<file path="src/rtl/comparator_bist.sv">
// ---------------------------------------------------------------------------
// comparator_bist
//
// Built-in self-test engine for an external 8-bit magnitude comparator.
// A run drives three fixed operand pairs, followed by num_tests pseudo-random
// pairs taken from a 16-bit Fibonacci LFSR. For each pair the engine waits
// SETTLE clock edges, samples the comparator's greater/less/equal outputs,
// and compares them against an internally computed unsigned result.
//
// Parameters
//   SETTLE       : edges between driving a/b and sampling the results (1..15)
//
// Ports
//   clk          : rising-edge clock
//   rst_n        : asynchronous active-low reset
//   start        : begin a run (honoured only while idle or done)
//   num_tests    : number of random vectors, latched on start
//   a, b         : operands presented to the comparator under test
//   greater      : comparator result a>b
//   less         : comparator result a<b
//   equal        : comparator result a==b
//   busy         : run in progress
//   done         : run finished, result outputs valid
//   pass         : last run saw no mismatching vector
//   test_count   : vectors checked in this run
//   fail_count   : mismatching vectors, saturating at 255
//   first_fail_a : operand a of the first mismatching vector
//   first_fail_b : operand b of the first mismatching vector
// ---------------------------------------------------------------------------
module comparator_bist #(
    parameter int SETTLE = 1
) (
    input  logic       clk,
    input  logic       rst_n,
    input  logic       start,
    input  logic [7:0] num_tests,
    output logic [7:0] a,
    output logic [7:0] b,
    input  logic       greater,
    input  logic       less,
    input  logic       equal,
    output logic       busy,
    output logic       done,
    output logic       pass,
    output logic [8:0] test_count,
    output logic [7:0] fail_count,
    output logic [7:0] first_fail_a,
    output logic [7:0] first_fail_b
);

    localparam logic [1:0]  ST_IDLE   = 2'd0;
    localparam logic [1:0]  ST_DRIVE  = 2'd1;
    localparam logic [1:0]  ST_CHECK  = 2'd2;
    localparam logic [1:0]  ST_DONE   = 2'd3;

    localparam logic [15:0] LFSR_SEED   = 16'hACE1;
    localparam logic [3:0]  SETTLE_LAST = 4'(SETTLE - 1);

    logic [1:0]  state_r;
    logic [7:0]  num_tests_r;
    logic [8:0]  idx_r;
    logic [3:0]  settle_cnt_r;
    logic [15:0] lfsr_r;

    logic [2:0]  expected_s;
    logic [2:0]  sampled_s;
    logic        mismatch_s;
    logic        last_vec_s;
    logic [8:0]  next_idx_s;

    // Fibonacci LFSR step, taps 16,14,13,11 (shift toward bit 0).
    function automatic logic [15:0] lfsr_step(input logic [15:0] v);
        lfsr_step = {v[0] ^ v[2] ^ v[3] ^ v[5], v[15:1]};
    endfunction

    // Reference result for the operands currently driven, and the mismatch flag.
    always_comb begin
        expected_s = 3'b000;
        sampled_s  = {greater, less, equal};
        if (a > b) begin
            expected_s = 3'b100;
        end else if (a < b) begin
            expected_s = 3'b010;
        end else begin
            expected_s = 3'b001;
        end
        // Any bit difference counts, so a non-one-hot response also fails.
        mismatch_s = (sampled_s != expected_s);
    end

    // Vector bookkeeping: total vectors = 3 directed + num_tests random.
    always_comb begin
        next_idx_s = idx_r + 9'd1;
        last_vec_s = (idx_r == ({1'b0, num_tests_r} + 9'd2));
    end

    // Run sequencer: operand drive, settle timing, result scoring, status.
    always_ff @(posedge clk or negedge rst_n) begin
        if (!rst_n) begin
            state_r      <= ST_IDLE;
            num_tests_r  <= 8'd0;
            idx_r        <= 9'd0;
            settle_cnt_r <= 4'd0;
            lfsr_r       <= LFSR_SEED;
            a            <= 8'd0;
            b            <= 8'd0;
            busy         <= 1'b0;
            done         <= 1'b0;
            pass         <= 1'b0;
            test_count   <= 9'd0;
            fail_count   <= 8'd0;
            first_fail_a <= 8'd0;
            first_fail_b <= 8'd0;
        end else begin
            case (state_r)
                ST_IDLE, ST_DONE: begin
                    if (start) begin
                        // Every run starts from identical state, so a run after
                        // an interrupted one reproduces a fresh sequence.
                        num_tests_r  <= num_tests;
                        idx_r        <= 9'd0;
                        settle_cnt_r <= 4'd0;
                        lfsr_r       <= LFSR_SEED;
                        a            <= 8'hF0;
                        b            <= 8'h0F;
                        busy         <= 1'b1;
                        done         <= 1'b0;
                        pass         <= 1'b0;
                        test_count   <= 9'd0;
                        fail_count   <= 8'd0;
                        first_fail_a <= 8'd0;
                        first_fail_b <= 8'd0;
                        state_r      <= ST_DRIVE;
                    end
                end
                ST_DRIVE: begin
                    if (settle_cnt_r == SETTLE_LAST) begin
                        // Sample edge: score the comparator outputs now.
                        test_count <= test_count + 9'd1;
                        if (mismatch_s) begin
                            if (fail_count != 8'hFF) begin
                                fail_count <= fail_count + 8'd1;
                            end
                            // fail_count is still zero only before the first failure.
                            if (fail_count == 8'd0) begin
                                first_fail_a <= a;
                                first_fail_b <= b;
                            end
                        end
                        state_r <= ST_CHECK;
                    end else begin
                        settle_cnt_r <= settle_cnt_r + 4'd1;
                    end
                end
                ST_CHECK: begin
                    if (last_vec_s) begin
                        // a/b are left at the last vector while done.
                        busy    <= 1'b0;
                        done    <= 1'b1;
                        pass    <= (fail_count == 8'd0);
                        state_r <= ST_DONE;
                    end else begin
                        idx_r        <= next_idx_s;
                        settle_cnt_r <= 4'd0;
                        state_r      <= ST_DRIVE;
                        case (next_idx_s)
                            9'd1: begin
                                a <= 8'hAA;
                                b <= 8'hB0;
                            end
                            9'd2: begin
                                a <= 8'hFF;
                                b <= 8'hFF;
                            end
                            default: begin
                                // Random vector uses the current LFSR value,
                                // then the LFSR moves on for the next one.
                                a      <= lfsr_r[15:8];
                                b      <= lfsr_r[7:0];
                                lfsr_r <= lfsr_step(lfsr_r);
                            end
                        endcase
                    end
                end
                default: begin
                    state_r <= ST_IDLE;
                end
            endcase
        end
    end

endmodule
</file>
<file path="config.mk">
export PLATFORM = sky130hd
export DESIGN_NAME = comparator_bist
export DESIGN_NICKNAME = d
export VERILOG_FILES = /design/src/rtl/comparator_bist.sv
export SDC_FILE = /design/constraint.sdc
export NUM_CORES = 1
export LEC_CHECK = 0
export BUFFER_PORTS_ARGS = -buffer_cell sky130_fd_sc_hd__buf_2
export CORE_MARGIN = 1
export CORE_UTILIZATION = 55
export DETAILED_ROUTE_END_ITERATION = 8
export PLACE_DENSITY = 0.74
export SLEW_MARGIN = 5
export SYNTH_ARGS = -nofsm -noshare
export SYNTH_HDL_FRONTEND = slang
export SYNTH_SLANG_ARGS = --single-unit
</file>
<file path="constraint.sdc">
create_clock -name clk -period 2.75 [get_ports clk]
set_clock_uncertainty 0.05 [all_clocks]
set_input_delay 0 -clock clk [delete_from_list [all_inputs] [get_ports clk]]
set_output_delay 0 -clock clk [all_outputs]
set_load 0.005 [all_outputs]
</file>
Word-level counts from Yosys, hierarchy flattened
Cells that the tools add are included.
{"block": "totals", "rom_bits": 0, "mem_bits_rw": 0, "in_bits": 14, "mem_count": 0, "regBits": 91, "word_cells": 105, "latch_bits": 0}
{"block": "classes", "n_div": 0, "n_mul": 0, "addsub": 5, "bitwise": 3, "n_lt_le_gt_ge": 2, "shifts": 0, "muxes": 48, "n_eq_ne": 17, "n_reduce_logical": 16}
{"op": "$mux W8", "count": 14}
{"op": "$pmux W8 S2", "count": 7}
{"op": "$mux W16", "count": 3}
{"op": "$pmux W9 S2", "count": 2}
{"op": "$pmux W16 S2", "count": 1}
{"op": "$mux W9", "count": 3}
{"op": "$add A9 B1 Y9 const B", "count": 2}
{"op": "$ne A2 B2 Y1 const B", "count": 9}
{"op": "$mux W4", "count": 3}
{"op": "$pmux W4 S3", "count": 1}
{"op": "$reduce_and A3 Y1", "count": 4}
{"op": "$reduce_and A5 Y1", "count": 2}
{"op": "$add A8 B2 Y9 const B", "count": 1}
{"op": "$eq A9 B1 Y1 const B", "count": 1}
{"op": "$eq A9 B2 Y1 const B", "count": 1}
{"op": "$eq A9 B9 Y1", "count": 1}
{"op": "$add A8 B1 Y8 const B", "count": 1}
{"op": "$gt A8 B8 Y1", "count": 1}
{"op": "$logic_not A8 Y1", "count": 1}
{"op": "$lt A8 B8 Y1", "count": 1}
{"op": "$mux W2", "count": 4}
{"op": "$ne A8 B8 Y1 const B", "count": 1}
{"op": "$pmux W1 S2", "count": 3}
{"op": "$pmux W2 S3", "count": 1}
{"op": "other kinds (13)", "count": 23}

Longest topological paths before layout
{"block": "logic_depth", "word_depth": 7, "mapped_depth": 11, "ltp_nobuf": 9}

Worst setup path before layout
Ideal clock, no wire load.
{"block": "synth_timing", "kind": "flip-flop to flip-flop", "start": "reg a[7]", "end": "reg first_fail_a[0]", "path_slack_ns": 0.198, "setup_ns": 0.121, "t_arrival_ns": 2.382, "path_stages_with_launch": 10, "path_buffers": 1, "required_ns": 2.579, "cell_sequence": "dfrtp_1 -> ha_1 -> nand4_1 -> or4b_1 -> nand2_1 -> o2111ai_4 -> nand4_4 -> buf_6 -> mux2_1 -> a22o_1"}
{"block": "synth_between", "elab_chain_len": 6, "word_cells_on_any_way": 7}
{"element": "start: declaration", "line": "37", "rtl": "output logic [7:0] a,"}
{"element": "start signal: assignment", "line": "178", "rtl": "a <= lfsr_r[15:8];"}
{"element": "$lt A8 B8 Y1", "line": "82", "rtl": "end else if (a < b) begin"}
{"element": "$mux W2", "line": "82"}
{"element": "$mux W3 *", "line": "80", "rtl": "if (a > b) begin"}
{"element": "$ne A3 B3 Y1 *", "line": "88", "rtl": "mismatch_s = (sampled_s != expected_s);"}
{"element": "$ne A2 B2 Y1 (no line) *"}
{"element": "$reduce_and A5 Y1 (no line) *"}
{"element": "end signal: assignment", "line": "112", "rtl": "first_fail_a <= 8'd0;"}
{"element": "end signal: assignment", "line": "131", "rtl": "first_fail_a <= 8'd0;"}
{"element": "end signal: assignment", "line": "146", "rtl": "first_fail_a <= a;"}
{"element": "end: declaration", "line": "47", "rtl": "output logic [7:0] first_fail_a,"}
Mark *: on every way between the ends. The rest lies on a longest branch, timed or not.
A chain may end at the register's enable or synchronous reset.

Worst setup path after layout
{"block": "layout_timing", "start": "reg b[6]", "end": "reg first_fail_b[2]"}
{"block": "layout_between", "elab_chain_len": 6, "word_cells_on_any_way": 7}
{"element": "start: declaration", "line": "38", "rtl": "output logic [7:0] b,"}
{"element": "start signal: assignment", "line": "179", "rtl": "b <= lfsr_r[7:0];"}
{"element": "$lt A8 B8 Y1", "line": "82"}
{"element": "$mux W2", "line": "82"}
{"element": "$mux W3 *", "line": "80"}
{"element": "$ne A3 B3 Y1 *", "line": "88"}
{"element": "$ne A2 B2 Y1 (no line) *"}
{"element": "$reduce_and A5 Y1 (no line) *"}
{"element": "end signal: assignment", "line": "113", "rtl": "first_fail_b <= 8'd0;"}
{"element": "end signal: assignment", "line": "132", "rtl": "first_fail_b <= 8'd0;"}
{"element": "end signal: assignment", "line": "147", "rtl": "first_fail_b <= b;"}
{"element": "end: declaration", "line": "48", "rtl": "output logic [7:0] first_fail_b"}
Marks and branches as above.

==> metrics.md <==
| Metric | Value |
|---|---|
| Yosys top cell area share | `41.4%` |
| Post-synthesis cell type count | `68` |
| Yosys Warn Count | `0` |
| Synthesized instance count | `between 400 and 500` |
| Root Buffer | `clkbuf_8` |
| Min-delay worst type | `input pin to async pin` |
| Die area | `0.00950 mm^2` |
| Routed vias/inst | `roughly 6` |
| CP Launch Type | `flop` |
| Number of global-route vias before repair | `between 3,000 and 4,000` |
| Top post-synthesis cells by area | `dfrtp_1 41%, a22o_1 5.1%, ha_1 5.0%, dfstp_2 4.2%, mux2_2 3.4%` |
| CTS tree | `done` |
| Setup crit start | `b[6]$_DFFE_PN0P_` |
| Clock transition at path regs | `about 0.10 ns` |
| Endpoints failing hold | `0` |
| R2r worst-path depth | `9` |
| Global route overflow | `0` |
| Horiz. Die Dim | `97.5 um` |
| WP data arrival | `about 2.9 ns` |
| Largest net degree at the start of global routing | `between 40 and 50` |
| Worst hold slack | `approximately 0.12 ns` |
| Routed WL per cell | `around 17 um` |
| Filler cells | `around 660` |
| Hpwl dp | `about 8000 um` |
| CTS buffer count | `9` |
| Core area | `approximately 0.0088 mm^2` |
| Fin crit share | `around 99%` |
| H-tree levels | `3` |
| Worst r2r src | `b[6]$_DFFE_PN0P_` |
| Cell Area, Synth | `roughly 0.005 mm^2` |
| Largest vdd supply drop | `0.461 mV` |
| Clock period minus worst slack | `~2.7 ns` |
| Ant. Diodes | `0` |
| Cell with the most instances after synthesis | `dfrtp_1` |
| Status | `finished, final reports clean` |
| Final Setup Violations | `0` |
| Post-route ant nets | `0` |
| CP max FO | `8` |
| Port bufs | `65` |
| Max cap viols | `0` |
| Row Count | `34` |
| Worst slew margin | `around 63%` |
| Setup TNS | `0 ns` |
| Worst slew pin tran | `about 0.56 ns` |
| Post-synth EDFFs | `0` |
| Overall Global Routing Usage | `23.5%` |
| Initial antenna violation count | `0` |
| Share of cells above drive strength 1 | `approximately 29%` |
| Initial DRC Count | `~140` |
| IO Pins | `66` |
| Average size of a mapped cell | `between 10 and 15 um^2` |
| Critical path endpoint category | `flop` |
| Routed vias | `4,082` |
| Top FF cell, synth | `dfrtp_1` |
| CTS sink count | `just over 90` |
| Starting Density | `a little under three fifths` |
| Die Y | `roughly 97 um` |
| First-pass detailed-route iteration total | `4` |
| PwrDens | `between 1000 and 1500 mW/mm^2` |
| Req. time, crit path | `roughly 2.9 ns` |
| Flop2flop setup slack | `0.02 ns` |
| Worst setup path end | `first_fail_b[2]$_DFFE_PN0P_` |
| Final #Nets | `a little over 600` |
| Drt drc | `0` |
| Sequential-to-total area share from yosys stat | `45.6%` |
| Post-synth top cells | `83 x dfrtp_1, 29 x a22o_1, 29 x inv_1, 29 x nand2_1, 24 x nor2_1` |
| Fraction of registers with async set/reset | `100%` |
| RSZ-0062 raised after global routing | `yes` |
| Total Wirelength | `11,400 um` |
| Worst R2R End | `first_fail_b[2]$_DFFE_PN0P_` |
| #FFs+latches synth | `between 90 and 100` |
| Later-pin clock latency in the skew report | `0.35 ns` |
| Max Slew Vio Count | `0` |
| Crit path kind | `flop to flop` |
| Pleak | `~2.8 nW` |
| Routability Congestion | `about 0.82` |
| First-pass GRT wire length | `about 18,000 um` |
| Final core utilization | `roughly 68%` |
| Post-Syn Nets | `just over 500` |
| Cell taking the most area after synthesis | `dfrtp_1` |
| Area growth from synthesis to layout | `19.7%` |
| Fmax | `around 370 MHz` |
| Clock buffer depth | `2` |
==> metal layers <==
metal | vias to the layer above | wire length, um | GRT usage, %
li1 | 1956 | - | -
met3 | 14 | 345 | 3.24
met4 | 0 | 192 | 8.37
met1 | 2037 | 5250 | 33.0
met5 | - | 0 | 0
met2 | 75 | 5620 | 37.3
==> per-stage QoR <==
stage / power [mW] / instance area, um^2 / cells / worst slack [ns]
4_1_cts: 5.86 / 5820 / 678 / 0.0378
3_3_place_gp: 4.85 / 5530 / 652 / 0.118
3_5_place_dp: 4.94 / 5530 / 652 / 0.0551
6_report: 6.20 / 6000 / 686 / 0.0216
2_1_floorplan: 4.15 / 5010 / 479 / 0.198
5_1_grt: 6.59 / 6000 / 686 / -0.0652
==> cell usage in the layout, fill, tap and decap left out, types with 5 or more instances in the layout <==
| cell | instances |
|---|---|
| dfrtp_1 | 83 |
| buf_2 | 64 |
| buf_4 | 34 |
| a22o_1 | 29 |
| nand2_1 | 28 |
| inv_1 | 26 |
| nor2_1 | 24 |
| a21oi_1 | 17 |
| o21ai_0 | 17 |
| ha_1 | 17 |
| nand3_1 | 15 |
| mux2_2 | 12 |
| nand4_1 | 10 |
| and3_1 | 10 |
| nor2b_1 | 10 |
| dlygate4sd3_1 | 10 |
| xnor2_1 | 9 |
| mux2_4 | 9 |
| clkbuf_8 | 9 |
| o22ai_1 | 8 |
| o21ai_1 | 8 |
| dfstp_2 | 8 |
| xor2_1 | 7 |
| o22a_1 | 7 |
| a2bb2oi_1 | 7 |
| nor3_1 | 6 |
| mux2i_1 | 6 |
| o31ai_1 | 6 |
| nand2b_1 | 5 |
| o21a_1 | 5 |
==> worst min path at each step <==
| stage | to | cells past startpoint |
|---|---|---|
| 6_report | test_count[8]$_DFFE_PN0P_ | 2 |
| 5_1_grt | test_count[8]$_DFFE_PN0P_ | 2 |
| 4_1_cts | test_count[8]$_DFFE_PN0P_ | 2 |
| 3_5_place_dp | test_count[8]$_DFFE_PN0P_ | 1 |
| 3_3_place_gp | test_count[8]$_DFFE_PN0P_ | 1 |
| 2_1_floorplan | a[0]$_DFFE_PN0P_ | 0 |
==> worst max-delay path, stage by stage (launching register included) <==
cell       delay [ns]
dfrtp_1          0.39
inv_2            0.06
ha_4             0.25
nand4_1          0.18
or4b_4           0.60
nand2_4          0.08
o2111ai_4        0.21
nand4_4          0.27
mux2_4           0.33
a22o_1           0.19
==> state kept, by name, summed over array words and instances, names as in the netlist, 2 cells and up <==
| name | flops |
|---|---|
| idx_r | 9 |
| b | 8 |
| settle_cnt_r | 4 |
| a | 8 |
| lfsr_r | 16 |
| first_fail_b | 8 |
| first_fail_a | 8 |
| fail_count | 8 |
| test_count | 9 |
| num_tests_r | 8 |
| state_r | 2 |
==> kinds of logic after synthesis <==
family	synth area share (%)
and+or+nand+nor	15.3
AOI/OAI and AO/OA	19.3
DFF	45.6
buffers and inverters	5.19
muxes	6.81
adders and majority gates	4.99
xor gates and xnor gates	2.80
==> cell type report <==
| cell class | count | area, um^2 | area share, % |
|---|---|---|---|
| timing repair buffer | 108 | 676 | 11.3 |
| multi-input combinational | 334 | 2600 | 43.3 |
| clock inverter | 5 | 63.8 | 1.06 |
| inverter | 29 | 109 | 1.81 |
| clock buffer | 11 | 131 | 2.19 |
| tap | 108 | 135 | 2.25 |
| sequential | 91 | 2290 | 38.1 |
==> timing repair <==
| action | in CTS | in global routing |
|---|---|---|
| buffers inserted | 0 | 6 |
| hold buffers | 10 | 0 |
| resized for setup | 0 | 23 |
| endpoints found under the hold margin | 52 | 0 |
| setup endpoints to repair | 0 | 16 |
==> where the power goes <==
group / switching, mW / total, mW / internal, mW
clock: 0.473 / 0.900 / 0.426
sequential: 0.362 / 2.10 / 1.73
combinational: 1.68 / 3.21 / 1.53
total: 2.52 / 6.20 / 3.69
Note: power is estimated with default switching activity, not from simulation.
